File: src/rtl/pipeline_pkg.sv
// Shared types and constants for the pipeline hazard/forwarding control.
package pipeline_pkg;

  localparam int REG_AW_DEF = 5;

  typedef logic [1:0] fwd_sel_t;
  localparam fwd_sel_t FWD_RF    = 2'b00;
  localparam fwd_sel_t FWD_EXMEM = 2'b01;
  localparam fwd_sel_t FWD_MEMWB = 2'b10;

  typedef enum logic {
    RUN      = 1'b0,
    DIV_WAIT = 1'b1
  } hz_state_e;

  typedef struct packed {
    logic pc_stall;
    logic if_id_stall;
    logic id_ex_stall;
    logic id_ex_bubble;
    logic if_id_flush;
  } hz_ctrl_t;

endpackage

File: src/rtl/hazard_forward_unit_if.sv
// Pipeline <-> hazard unit bundle: register addresses and events in, selects/stalls out.
interface hazard_forward_unit_if import pipeline_pkg::*; #(
  parameter int REG_AW = REG_AW_DEF,
  parameter int CNT_W  = 32
);
  logic [REG_AW-1:0] id_rs1_addr_i;
  logic [REG_AW-1:0] id_rs2_addr_i;
  logic [REG_AW-1:0] id_ex_rs1_addr_i;
  logic [REG_AW-1:0] id_ex_rs2_addr_i;
  logic [REG_AW-1:0] id_ex_rd_addr_i;
  logic              id_ex_mem_read_i;
  logic [REG_AW-1:0] ex_mem_rd_addr_i;
  logic              ex_mem_reg_write_i;
  logic [REG_AW-1:0] mem_wb_rd_addr_i;
  logic              mem_wb_reg_write_i;
  logic              div_start_i;
  logic              div_done_i;
  logic              branch_taken_i;
  fwd_sel_t          forward_a_sel_o;
  fwd_sel_t          forward_b_sel_o;
  logic              pc_stall_o;
  logic              if_id_stall_o;
  logic              id_ex_stall_o;
  logic              id_ex_bubble_o;
  logic              if_id_flush_o;
  logic              div_timeout_o;
  logic [CNT_W-1:0]  stall_cycles_o;
  logic [CNT_W-1:0]  flush_count_o;

  modport master (
    output id_rs1_addr_i, id_rs2_addr_i, id_ex_rs1_addr_i, id_ex_rs2_addr_i,
           id_ex_rd_addr_i, id_ex_mem_read_i, ex_mem_rd_addr_i, ex_mem_reg_write_i,
           mem_wb_rd_addr_i, mem_wb_reg_write_i, div_start_i, div_done_i, branch_taken_i,
    input  forward_a_sel_o, forward_b_sel_o, pc_stall_o, if_id_stall_o, id_ex_stall_o,
           id_ex_bubble_o, if_id_flush_o, div_timeout_o, stall_cycles_o, flush_count_o
  );

  modport slave (
    input  id_rs1_addr_i, id_rs2_addr_i, id_ex_rs1_addr_i, id_ex_rs2_addr_i,
           id_ex_rd_addr_i, id_ex_mem_read_i, ex_mem_rd_addr_i, ex_mem_reg_write_i,
           mem_wb_rd_addr_i, mem_wb_reg_write_i, div_start_i, div_done_i, branch_taken_i,
    output forward_a_sel_o, forward_b_sel_o, pc_stall_o, if_id_stall_o, id_ex_stall_o,
           id_ex_bubble_o, if_id_flush_o, div_timeout_o, stall_cycles_o, flush_count_o
  );
endinterface

File: src/rtl/fwd_select.sv
// Operand forward select for one EX source register; EX/MEM beats MEM/WB, x0 never forwards.
module fwd_select import pipeline_pkg::*; #(
  parameter int REG_AW = REG_AW_DEF
) (
  input  logic [REG_AW-1:0] rs_addr,
  input  logic [REG_AW-1:0] ex_mem_rd_addr,
  input  logic              ex_mem_reg_write,
  input  logic [REG_AW-1:0] mem_wb_rd_addr,
  input  logic              mem_wb_reg_write,
  output fwd_sel_t          sel
);
  logic ex_hit, wb_hit;

  assign ex_hit = ex_mem_reg_write && (ex_mem_rd_addr != '0) && (ex_mem_rd_addr == rs_addr);
  assign wb_hit = mem_wb_reg_write && (mem_wb_rd_addr != '0) && (mem_wb_rd_addr == rs_addr);

  always_comb begin
    sel = FWD_RF;
    if (ex_hit)      sel = FWD_EXMEM;
    else if (wb_hit) sel = FWD_MEMWB;
  end
endmodule

File: src/rtl/hazard_forward_unit.sv
// EX-stage control: operand forwarding, load-use / divide stalls, branch flush,
// divide watchdog and saturating stall/flush counters.
module hazard_forward_unit import pipeline_pkg::*; #(
  parameter int REG_AW      = REG_AW_DEF,
  parameter int CNT_W       = 32,
  parameter int DIV_TIMEOUT = 64
) (
  input logic           clk,
  input logic           rst,
  hazard_forward_unit_if.slave bus
);
  localparam int NUM_OPS = 2;
  localparam int WD_W    = $clog2(DIV_TIMEOUT + 1);
  localparam logic [WD_W-1:0] WD_LAST = WD_W'(DIV_TIMEOUT - 1);

  logic [NUM_OPS-1:0][REG_AW-1:0] op_rs;
  fwd_sel_t [NUM_OPS-1:0]         op_sel;

  assign op_rs = {bus.id_ex_rs2_addr_i, bus.id_ex_rs1_addr_i};

  for (genvar g = 0; g < NUM_OPS; g++) begin : g_fwd
    fwd_select #(.REG_AW(REG_AW)) u_fwd (
      .rs_addr          (op_rs[g]),
      .ex_mem_rd_addr   (bus.ex_mem_rd_addr_i),
      .ex_mem_reg_write (bus.ex_mem_reg_write_i),
      .mem_wb_rd_addr   (bus.mem_wb_rd_addr_i),
      .mem_wb_reg_write (bus.mem_wb_reg_write_i),
      .sel              (op_sel[g])
    );
  end

  assign bus.forward_a_sel_o = rst ? FWD_RF : op_sel[0];
  assign bus.forward_b_sel_o = rst ? FWD_RF : op_sel[1];

  hz_state_e        state;
  logic [WD_W-1:0]  wdog;
  logic             timeout;
  logic [CNT_W-1:0] stall_cnt, flush_cnt;
  logic             load_use, div_stall;
  hz_ctrl_t         ctrl;

  assign load_use = (state == RUN) && bus.id_ex_mem_read_i && (bus.id_ex_rd_addr_i != '0) &&
                    ((bus.id_ex_rd_addr_i == bus.id_rs1_addr_i) ||
                     (bus.id_ex_rd_addr_i == bus.id_rs2_addr_i));
  assign div_stall = (state == DIV_WAIT) && !bus.div_done_i;

  // A taken branch must fetch its target, so it cancels any hold on PC and IF/ID.
  always_comb begin
    ctrl = '0;
    if (!rst) begin
      if (load_use) begin
        ctrl.pc_stall     = 1'b1;
        ctrl.if_id_stall  = 1'b1;
        ctrl.id_ex_bubble = 1'b1;
      end
      if (div_stall) begin
        ctrl.pc_stall    = 1'b1;
        ctrl.if_id_stall = 1'b1;
        ctrl.id_ex_stall = 1'b1;
      end
      if (bus.branch_taken_i) begin
        ctrl.pc_stall     = 1'b0;
        ctrl.if_id_stall  = 1'b0;
        ctrl.id_ex_stall  = 1'b0;
        ctrl.if_id_flush  = 1'b1;
        ctrl.id_ex_bubble = 1'b1;
      end
    end
  end

  always_ff @(posedge clk or posedge rst) begin
    if (rst) begin
      state     <= RUN;
      wdog      <= '0;
      timeout   <= 1'b0;
      stall_cnt <= '0;
      flush_cnt <= '0;
    end else begin
      case (state)
        RUN: begin
          if (bus.div_start_i && !bus.div_done_i) begin
            state <= DIV_WAIT;
            wdog  <= '0;
          end
        end
        DIV_WAIT: begin
          if (bus.div_done_i) begin
            state <= RUN;
          end else if (wdog == WD_LAST) begin
            timeout <= 1'b1;
            state   <= RUN;
          end else begin
            wdog <= wdog + WD_W'(1);
          end
        end
        default: state <= RUN;
      endcase
      if (ctrl.pc_stall && !(&stall_cnt))    stall_cnt <= stall_cnt + CNT_W'(1);
      if (ctrl.if_id_flush && !(&flush_cnt)) flush_cnt <= flush_cnt + CNT_W'(1);
    end
  end

  assign bus.pc_stall_o     = ctrl.pc_stall;
  assign bus.if_id_stall_o  = ctrl.if_id_stall;
  assign bus.id_ex_stall_o  = ctrl.id_ex_stall;
  assign bus.id_ex_bubble_o = ctrl.id_ex_bubble;
  assign bus.if_id_flush_o  = ctrl.if_id_flush;
  assign bus.div_timeout_o  = timeout;
  assign bus.stall_cycles_o = stall_cnt;
  assign bus.flush_count_o  = flush_cnt;
endmodule

File: src/flat_wrapper.sv
// flat-port wrapper written by rule: the top's interface ports become plain ports
module hazard_forward_unit_flat import pipeline_pkg::*;
#(
  parameter int REG_AW      = REG_AW_DEF,
  parameter int CNT_W       = 32,
  parameter int DIV_TIMEOUT = 64
)
  (clk, rst, bus_id_rs1_addr_i, bus_id_rs2_addr_i, bus_id_ex_rs1_addr_i, bus_id_ex_rs2_addr_i, bus_id_ex_rd_addr_i, bus_id_ex_mem_read_i, bus_ex_mem_rd_addr_i, bus_ex_mem_reg_write_i, bus_mem_wb_rd_addr_i, bus_mem_wb_reg_write_i, bus_div_start_i, bus_div_done_i, bus_branch_taken_i, bus_forward_a_sel_o, bus_forward_b_sel_o, bus_pc_stall_o, bus_if_id_stall_o, bus_id_ex_stall_o, bus_id_ex_bubble_o, bus_if_id_flush_o, bus_div_timeout_o, bus_stall_cycles_o, bus_flush_count_o);
  hazard_forward_unit_if #(.REG_AW(REG_AW), .CNT_W(CNT_W)) bus_i ();
  input logic clk;
  input logic rst;
  input wire logic [$bits(bus_i.id_rs1_addr_i)-1:0] bus_id_rs1_addr_i;
  input wire logic [$bits(bus_i.id_rs2_addr_i)-1:0] bus_id_rs2_addr_i;
  input wire logic [$bits(bus_i.id_ex_rs1_addr_i)-1:0] bus_id_ex_rs1_addr_i;
  input wire logic [$bits(bus_i.id_ex_rs2_addr_i)-1:0] bus_id_ex_rs2_addr_i;
  input wire logic [$bits(bus_i.id_ex_rd_addr_i)-1:0] bus_id_ex_rd_addr_i;
  input wire logic [$bits(bus_i.id_ex_mem_read_i)-1:0] bus_id_ex_mem_read_i;
  input wire logic [$bits(bus_i.ex_mem_rd_addr_i)-1:0] bus_ex_mem_rd_addr_i;
  input wire logic [$bits(bus_i.ex_mem_reg_write_i)-1:0] bus_ex_mem_reg_write_i;
  input wire logic [$bits(bus_i.mem_wb_rd_addr_i)-1:0] bus_mem_wb_rd_addr_i;
  input wire logic [$bits(bus_i.mem_wb_reg_write_i)-1:0] bus_mem_wb_reg_write_i;
  input wire logic [$bits(bus_i.div_start_i)-1:0] bus_div_start_i;
  input wire logic [$bits(bus_i.div_done_i)-1:0] bus_div_done_i;
  input wire logic [$bits(bus_i.branch_taken_i)-1:0] bus_branch_taken_i;
  output wire logic [$bits(bus_i.forward_a_sel_o)-1:0] bus_forward_a_sel_o;
  output wire logic [$bits(bus_i.forward_b_sel_o)-1:0] bus_forward_b_sel_o;
  output wire logic [$bits(bus_i.pc_stall_o)-1:0] bus_pc_stall_o;
  output wire logic [$bits(bus_i.if_id_stall_o)-1:0] bus_if_id_stall_o;
  output wire logic [$bits(bus_i.id_ex_stall_o)-1:0] bus_id_ex_stall_o;
  output wire logic [$bits(bus_i.id_ex_bubble_o)-1:0] bus_id_ex_bubble_o;
  output wire logic [$bits(bus_i.if_id_flush_o)-1:0] bus_if_id_flush_o;
  output wire logic [$bits(bus_i.div_timeout_o)-1:0] bus_div_timeout_o;
  output wire logic [$bits(bus_i.stall_cycles_o)-1:0] bus_stall_cycles_o;
  output wire logic [$bits(bus_i.flush_count_o)-1:0] bus_flush_count_o;
  assign bus_i.id_rs1_addr_i = bus_id_rs1_addr_i;
  assign bus_i.id_rs2_addr_i = bus_id_rs2_addr_i;
  assign bus_i.id_ex_rs1_addr_i = bus_id_ex_rs1_addr_i;
  assign bus_i.id_ex_rs2_addr_i = bus_id_ex_rs2_addr_i;
  assign bus_i.id_ex_rd_addr_i = bus_id_ex_rd_addr_i;
  assign bus_i.id_ex_mem_read_i = bus_id_ex_mem_read_i;
  assign bus_i.ex_mem_rd_addr_i = bus_ex_mem_rd_addr_i;
  assign bus_i.ex_mem_reg_write_i = bus_ex_mem_reg_write_i;
  assign bus_i.mem_wb_rd_addr_i = bus_mem_wb_rd_addr_i;
  assign bus_i.mem_wb_reg_write_i = bus_mem_wb_reg_write_i;
  assign bus_i.div_start_i = bus_div_start_i;
  assign bus_i.div_done_i = bus_div_done_i;
  assign bus_i.branch_taken_i = bus_branch_taken_i;
  assign bus_forward_a_sel_o = bus_i.forward_a_sel_o;
  assign bus_forward_b_sel_o = bus_i.forward_b_sel_o;
  assign bus_pc_stall_o = bus_i.pc_stall_o;
  assign bus_if_id_stall_o = bus_i.if_id_stall_o;
  assign bus_id_ex_stall_o = bus_i.id_ex_stall_o;
  assign bus_id_ex_bubble_o = bus_i.id_ex_bubble_o;
  assign bus_if_id_flush_o = bus_i.if_id_flush_o;
  assign bus_div_timeout_o = bus_i.div_timeout_o;
  assign bus_stall_cycles_o = bus_i.stall_cycles_o;
  assign bus_flush_count_o = bus_i.flush_count_o;
  hazard_forward_unit #(.REG_AW(REG_AW), .CNT_W(CNT_W), .DIV_TIMEOUT(DIV_TIMEOUT)) u_core (.clk(clk), .rst(rst), .bus(bus_i));
endmodule
File: config.mk
export PLATFORM = sky130hd
export DESIGN_NAME = hazard_forward_unit_flat
export DESIGN_NICKNAME = d
export VERILOG_FILES = /design/src/rtl/pipeline_pkg.sv /design/src/rtl/hazard_forward_unit_if.sv /design/src/rtl/fwd_select.sv /design/src/rtl/hazard_forward_unit.sv /design/src/flat_wrapper.sv
export SDC_FILE = /design/constraint.sdc
export NUM_CORES = 1
export LEC_CHECK = 0
export BUFFER_PORTS_ARGS = -buffer_cell sky130_fd_sc_hd__buf_4
export CORE_MARGIN = 2
export CORE_UTILIZATION = 35
export CTS_CLUSTER_DIAMETER = 40
export DETAILED_ROUTE_END_ITERATION = 7
export GPL_TIMING_DRIVEN = 0
export PLACE_DENSITY = 0.65
export SYNTH_ARGS = -nofsm -noshare
export SYNTH_HDL_FRONTEND = slang
export SYNTH_SLANG_ARGS = --single-unit
File: constraint.sdc
create_clock -name clk -period 7.15 [get_ports clk]
set_input_delay 1.0725 -clock clk [delete_from_list [all_inputs] [get_ports clk]]
set_output_delay 1.0725 -clock clk [all_outputs]
set_load 0.1 [all_outputs]
==> run metrics, run 1 <==
outcome=completed; Layout fillers=1033; Core ar.=0.01089 mm2; R2R cell count=8; worst skew pair latency=0.34 ns; fin area=0.005184 mm2; PwrDens=225.1 mW/mm2; postcts setup bufs=0; clk buf depth=2; top_reg_cell synth=dfrtp_1; CTS Root Cell=clkbuf_8; Num Clock Sinks=73; DRT iter0 DRCs=115; flop-to-flop setup slack=4.55 ns; vias=3267; Die Y=109.8 um; WL final=9495 um; antenna-violating nets left=0; Yosys cell types=44; Min Clock Period, post-route=4.165 ns; register area share after synthesis=46.62%; Max Cap Viol=0; vias in the first global route=3314; FF-to-FF End=u_core.bus.stall_cycles_o[11]; critical path endpoint category=output port; worst clock skew=0.008443 ns; Worst EP arrival=3.09 ns; hold_sp=u_core.bus.div_timeout_o; grt total ovfl=0; clock-pin slew on the worst setup and hold paths=0.07 ns; most frequent cells in the layout=buf_4 (118), dfrtp_1 (73), xnor2_1 (64), xor2_1 (32); Hold-fix buffers, CTS=0; DP Area=0.004987 mm2; largest net degree at the start of global routing=42; Max-slew headroom=47.01%; EDFF count, synth=0; Min-Delay Path Class=reg -> reg; Crit Path Class=in -> out; Die Span X=109.8 um; die area=0.01206 mm2; Port Buffers=116; RSZ-0062 raised after global routing=no; Yosys warnings=0; gpl congestion=0.7983; HPWL after detailed placement=7315 um; first-pass GRT wire length=15740 um; DRC Markers=0; Worst setup SP type=input pin; Peak VDD IR=0.1756 mV; Starting Density=35.99%; Worst Tran Pin Value=0.7875 ns; post_cts resized=0; Post-Synthesis Cell Area=0.003919 mm2; fin crit share=58.25%; Crit path required time=6.08 ns; global-route usage over all layers=16.61%; TritonCTS buffer count=9; wire length per cell=14.68 um; flops & latches, synth=73; Achievable Freq=240.1 MHz; most common cell after layout, fill and taps aside=buf_4; setup TNS=0 ns; Max FO, Critical Path=41; Ports=117; fraction of registers with async set/reset=100.0%; post-synthesis cell count=374; Antenna Cells=0; # rows=38; fin nets=548; Layout area overhead=32.28%; Final Hold Viols=0; total iterations of the first detailed-routing run=4; Mapped Nets=420; Worst Hold Path EP=u_core.bus.div_timeout_o; via/cell ratio=5.049; H-tree depth=3; final setup violation count=0; Worst Hold Path Cells=1; syn_area_per_cell=10.48 um2; TritonCTS clock tree=done; FF-to-FF Start=u_core.bus.stall_cycles_o[0]; Leakage=0.002425 uW; initial antenna violation count=0; fin. max-slew vios=0; share of cells above drive strength 1=30.77%
[per-layer routing]
layer	GRT usage (%)	wire, um
met4	6.781	121
met3	3.972	504
met1	20.69	4263
met5	0	0
met2	27.56	4606
[worst max-delay path by stage]
stage          from                     end  slack [ns]  cells past startpoint
3_3_place_gp    rst  bus_forward_b_sel_o[1]        2.28                      6
4_1_cts         rst  bus_forward_a_sel_o[1]        2.94                      7
5_1_grt         rst  bus_forward_a_sel_o[1]        2.76                      7
6_report        rst  bus_forward_a_sel_o[1]        2.99                      7
2_1_floorplan   rst  bus_forward_a_sel_o[1]        0.58                      4
3_5_place_dp    rst  bus_forward_b_sel_o[1]        2.94                      7
[power by group]
part,switching (uW),leakage [uW],internal [uW]
combinational,253,0.00134,93.0
clock,155,0.0000953,170
sequential,50.4,0.000991,445
[cell type report]
cell class	instances	area [um2]	area share (%)
Timing Repair Buffer	117	890.9	17.19
Clock buffer	11	141.4	2.728
Multi-Input combinational cell	291	2046	39.46
Inverter	7	28.78	0.5552
Clock inverter	5	55.05	1.062
Tap cell	140	175.2	3.379
Buffer	3	20.02	0.3862
Sequential cell	73	1827	35.24
[cell usage after synthesis (2+ instances only)]
cell type	number	area (um2)
dfrtp_1	73	1827
xnor2_1	64	560.5
xor2_1	32	280.3
nand2_1	31	116.4
nand3_1	31	155.2
nand4_1	27	168.9
nor2_1	22	82.58
nor3_1	10	50.05
and3_1	8	50.05
and4_1	8	70.07
nor4_1	8	50.05
inv_1	6	22.52
a21oi_1	5	25.02
nor3_2	5	50.05
o21ai_0	4	20.02
or4_1	4	30.03
ha_1	3	37.54
nand2b_1	3	18.77
and2_1	2	12.51
buf_4	2	15.01
nand4_2	2	25.02
or2_2	2	12.51
[flip-flops by register name, indices dropped and copies added, names as in the netlist]
name / flops
u_core.bus.flush_count_o: 32
u_core.wdog: 7
u_core.bus.stall_cycles_o: 32
u_core.bus.div_timeout_o: 1
u_core.state: 1
[per-stage QoR]
step	power [uW]	setup WS, ns	std cells	util [%]	hold WS [ns]
after floorplan	753.0	0.5778	374	-	0.4812
after detailed placement	851.4	2.936	631	45.81	0.4684
after global routing	1225	2.762	647	47.61	0.5247
after CTS	1179	2.939	647	47.61	0.4871
after global placement	843.7	2.285	630	45.60	0.4767
final	1167	2.985	647	47.61	0.4845
[critical path: stages]
cell,delay [ns]
buf_4,0.14
inv_4,0.32
buf_12,0.30
o211ai_1,0.13
or4_1,0.54
nor4_1,0.21
buf_4,0.35
[logic make-up after synthesis]
group | Yosys count | synth area share, %
and+or+nand+nor | 173 | 25.83
xor gates and xnor gates | 96 | 21.46
DFF | 73 | 46.62
AOI/OAI and AO/OA | 18 | 3.672
buffers and inverters | 10 | 1.181
adders and majority gates | 3 | 0.9580
muxes | 1 | 0.2873
(Power assumes the default switching activity.)
==> inputs of run 2 (changes only) <==
- ABC_AREA: unset -> 1
- clock period: 7.15 -> 3.4 ns (I/O delays scaled with it)
==> run 2 against run 1 <==
Sequential share of layout area shrank 6.6 points. Non-clock buffer count grew 12. Clock skew increased by 0.00055 ns. Clock power increased to 2.6 times the previous value. Core utilization is 1.7 points lower. Register-to-register slack lost 3.2 ns. Hold slack lost 0.28 ns. Area after synthesis increased by 27%. Worst setup slack got worse by 2.2 ns. Critical path type is now reg -> out. Largest power group unchanged.
==> run metrics, run 2 <==
outcome=completed; cell family with most CP delay=buffers and inverters; met1 global-route usage=25.48%; max incr delay on CP=0.45 ns; post-synthesis cell count=740; worst clock skew=0.008991 ns; Worst setup SP type=flop; postcts setup bufs=0; Ports=117; Layout area overhead=28.15%; EDFF count, synth=0; Cells after DPL=1038; Final Hold Viols=0; Peak VDD IR=0.2816 mV; DP Area=0.006123 mm2; Port Buffers=116; Max FO, Critical Path=11; Hold-fix buffers, CTS=0; share of cells above drive strength 1=18.44%; setup TNS=0 ns; antenna-violating nets left=0; fin crit share=75.85%; Achievable Freq=387.8 MHz; top cells by count, synth=nand2_1 (251), nor2_1 (93), inv_1 (87); RSZ-0062 raised after global routing=no; Pwr Total=2707 uW; critical path endpoint category=output port; DRT iter0 DRCs=377; top cell type's share of synthesized area=36.70%; post-synthesis adder-cell area fraction=0.7541%; gpl congestion=0.9237; clock-pin slew on the worst setup and hold paths=0.06 ns; fin area=0.006379 mm2; Die Span X=123.3 um; met3 Usage GRT=4.889%; Mapped Nets=786; Max Cap Viol=0; CTS Root Cell=clkbuf_16; critical path buffer and inverter count=5; initial antenna violation count=0; fin nets=915; top post-synthesis cells by area=dfrtp_1 (37%), nand2_1 (19%), nand3_1 (7.1%), nor2_1 (7.0%), inv_1 (6.6%); grt total ovfl=0; clk buf depth=2; H-tree depth=3; Layout fillers=1439; fin. max-slew vios=0; Final Core Density=45.95%; Crit path required time=2.89 ns; global-route usage over all layers=18.22%; largest area contributor in the netlist=dfrtp_1; post_cts resized=0; WL final=13430 um; Worst Tran Pin Value=0.5627 ns; vias=5003; Yosys warnings=0; Starting Density=35.86%; fraction of registers with async set/reset=100.0%; Num Clock Sinks=73; wire length per cell=12.76 um; Post-Synthesis Cell Area=0.004977 mm2; Antenna Cells=0; first-pass GRT wire length=22020 um; post-synthesis mux area share=0%; Core ar.=0.01388 mm2; xor/xnor share of the synthesized area=10.38%; Max-slew headroom=62.41%; TritonCTS clock tree=done; final setup violation count=0; Yosys cell types=31; TritonCTS buffer count=9; largest net degree at the start of global routing=34; most common cell after layout, fill and taps aside=nand2_1; syn_area_per_cell=6.726 um2; Worst EP arrival=2.07 ns; worst skew pair latency=0.33 ns; vias in the first global route=4500; Min-Delay Path Class=in -> async; busiest grt layer=met2; Die Y=123.3 um; # rows=43; PwrDens=424.4 mW/mm2; die area=0.01519 mm2; main combinational cell family by area after synthesis=simple AND/OR/NAND/NOR gates; HPWL after detailed placement=10530 um; CP cell instances=inv_1 -> nand3_1 -> inv_1 -> nand3_1 -> nand2_2 -> buf_2 -> buf_4 -> buf_4; simple-gate share of the synthesized area=41.03%; Leakage=0.003296 uW; most frequent cells in the layout=nand2_1 (251), buf_4 (117), nor2_1 (93), inv_1 (86), dfrtp_1 (73); complex-gate fraction of the synthesized area=2.640%; critical path's slowest cell=dfrtp_1; top_reg_cell synth=dfrtp_1; leading cell type by number of instances after synthesis=nand2_1; Min Clock Period, post-route=2.579 ns; via/cell ratio=4.751; total iterations of the first detailed-routing run=6; Crit Path Class=reg -> out; DRC Markers=0; register area share after synthesis=36.70%; fin cells=1053; met2 Resource Use GR=28.30%; flops & latches, synth=73
run 2: cell types whose count changed after synthesis, moves of 10 or more:
cell     delta
nand3_1    +40
nor2_1     +71
nand2_1   +220
xnor2_1    -42
o21ai_0    +10
inv_1      +81
run 2: final cells by class:
class | instances | area (um2) | area share [%]
buffer | 14 | 85.08 | 1.334
clock buffer | 12 | 236.5 | 3.707
clock inverter | 3 | 18.77 | 0.2942
inverter | 90 | 341.6 | 5.355
multi-input combinational | 563 | 2734 | 42.86
sequential | 73 | 1827 | 28.64
tap | 180 | 225.2 | 3.531
timing repair buffer | 118 | 910.9 | 14.28
run 2: cell families (layout without fill, tap and decap cells):
| kind of cell | after synthesis | count (layout) |
|---|---|---|
| adders and majority gates | 3 | 3 |
| buffers and inverters | 104 | 237 |
| DFF | 73 | 73 |
| AOI/OAI and AO/OA | 24 | 24 |
| xor gates and xnor gates | 59 | 59 |
| and+or+nand+nor | 477 | 477 |
run 2: where the power goes:
part	total (uW)	switching (uW)	internal, uW	leakage [uW]
combinational	845	642	203	0.00218
sequential	1030	90.9	935	0.000994
clock	837	347	489	0.000126
total	2710	1080	1630	0.00330
run 2: worst paths after layout:
check / start / slack [ns] / end / cells after the start
max in group asynchronous: rst / 2.74 / u_core.bus.flush_count_o[5] / 3
hold / removal: rst / 0.20 / u_core.bus.stall_cycles_o[8] / 2
setup / recovery: u_core.state / 0.82 / bus_pc_stall_o / 8
setup reg to reg: u_core.bus.flush_count_o[0] / 1.34 / u_core.bus.flush_count_o[16] / 11
hold reg to reg: u_core.bus.div_timeout_o / 0.47 / u_core.bus.div_timeout_o / 1
min in group clk: u_core.bus.div_timeout_o / 0.47 / u_core.bus.div_timeout_o / 1
run 2: per-stage QoR:
stage                     worst slack (ns)  hold WS, ns
after detailed placement            0.8335       0.4513
final                               0.8212       0.2005
after global placement            -0.02827       0.4515
after floorplan                    -0.3087       0.4729
after CTS                           0.8066       0.1985
after global routing                0.6563       0.2092
run 2: routing by layer:
metal	wire (um)	vias to the layer above	share of wire [%]
li1	-	2577	-
met1	6313	2278	47
met2	6090	142	45
met3	929	6	6.9
met4	99	0	0.74
met5	0	-	0
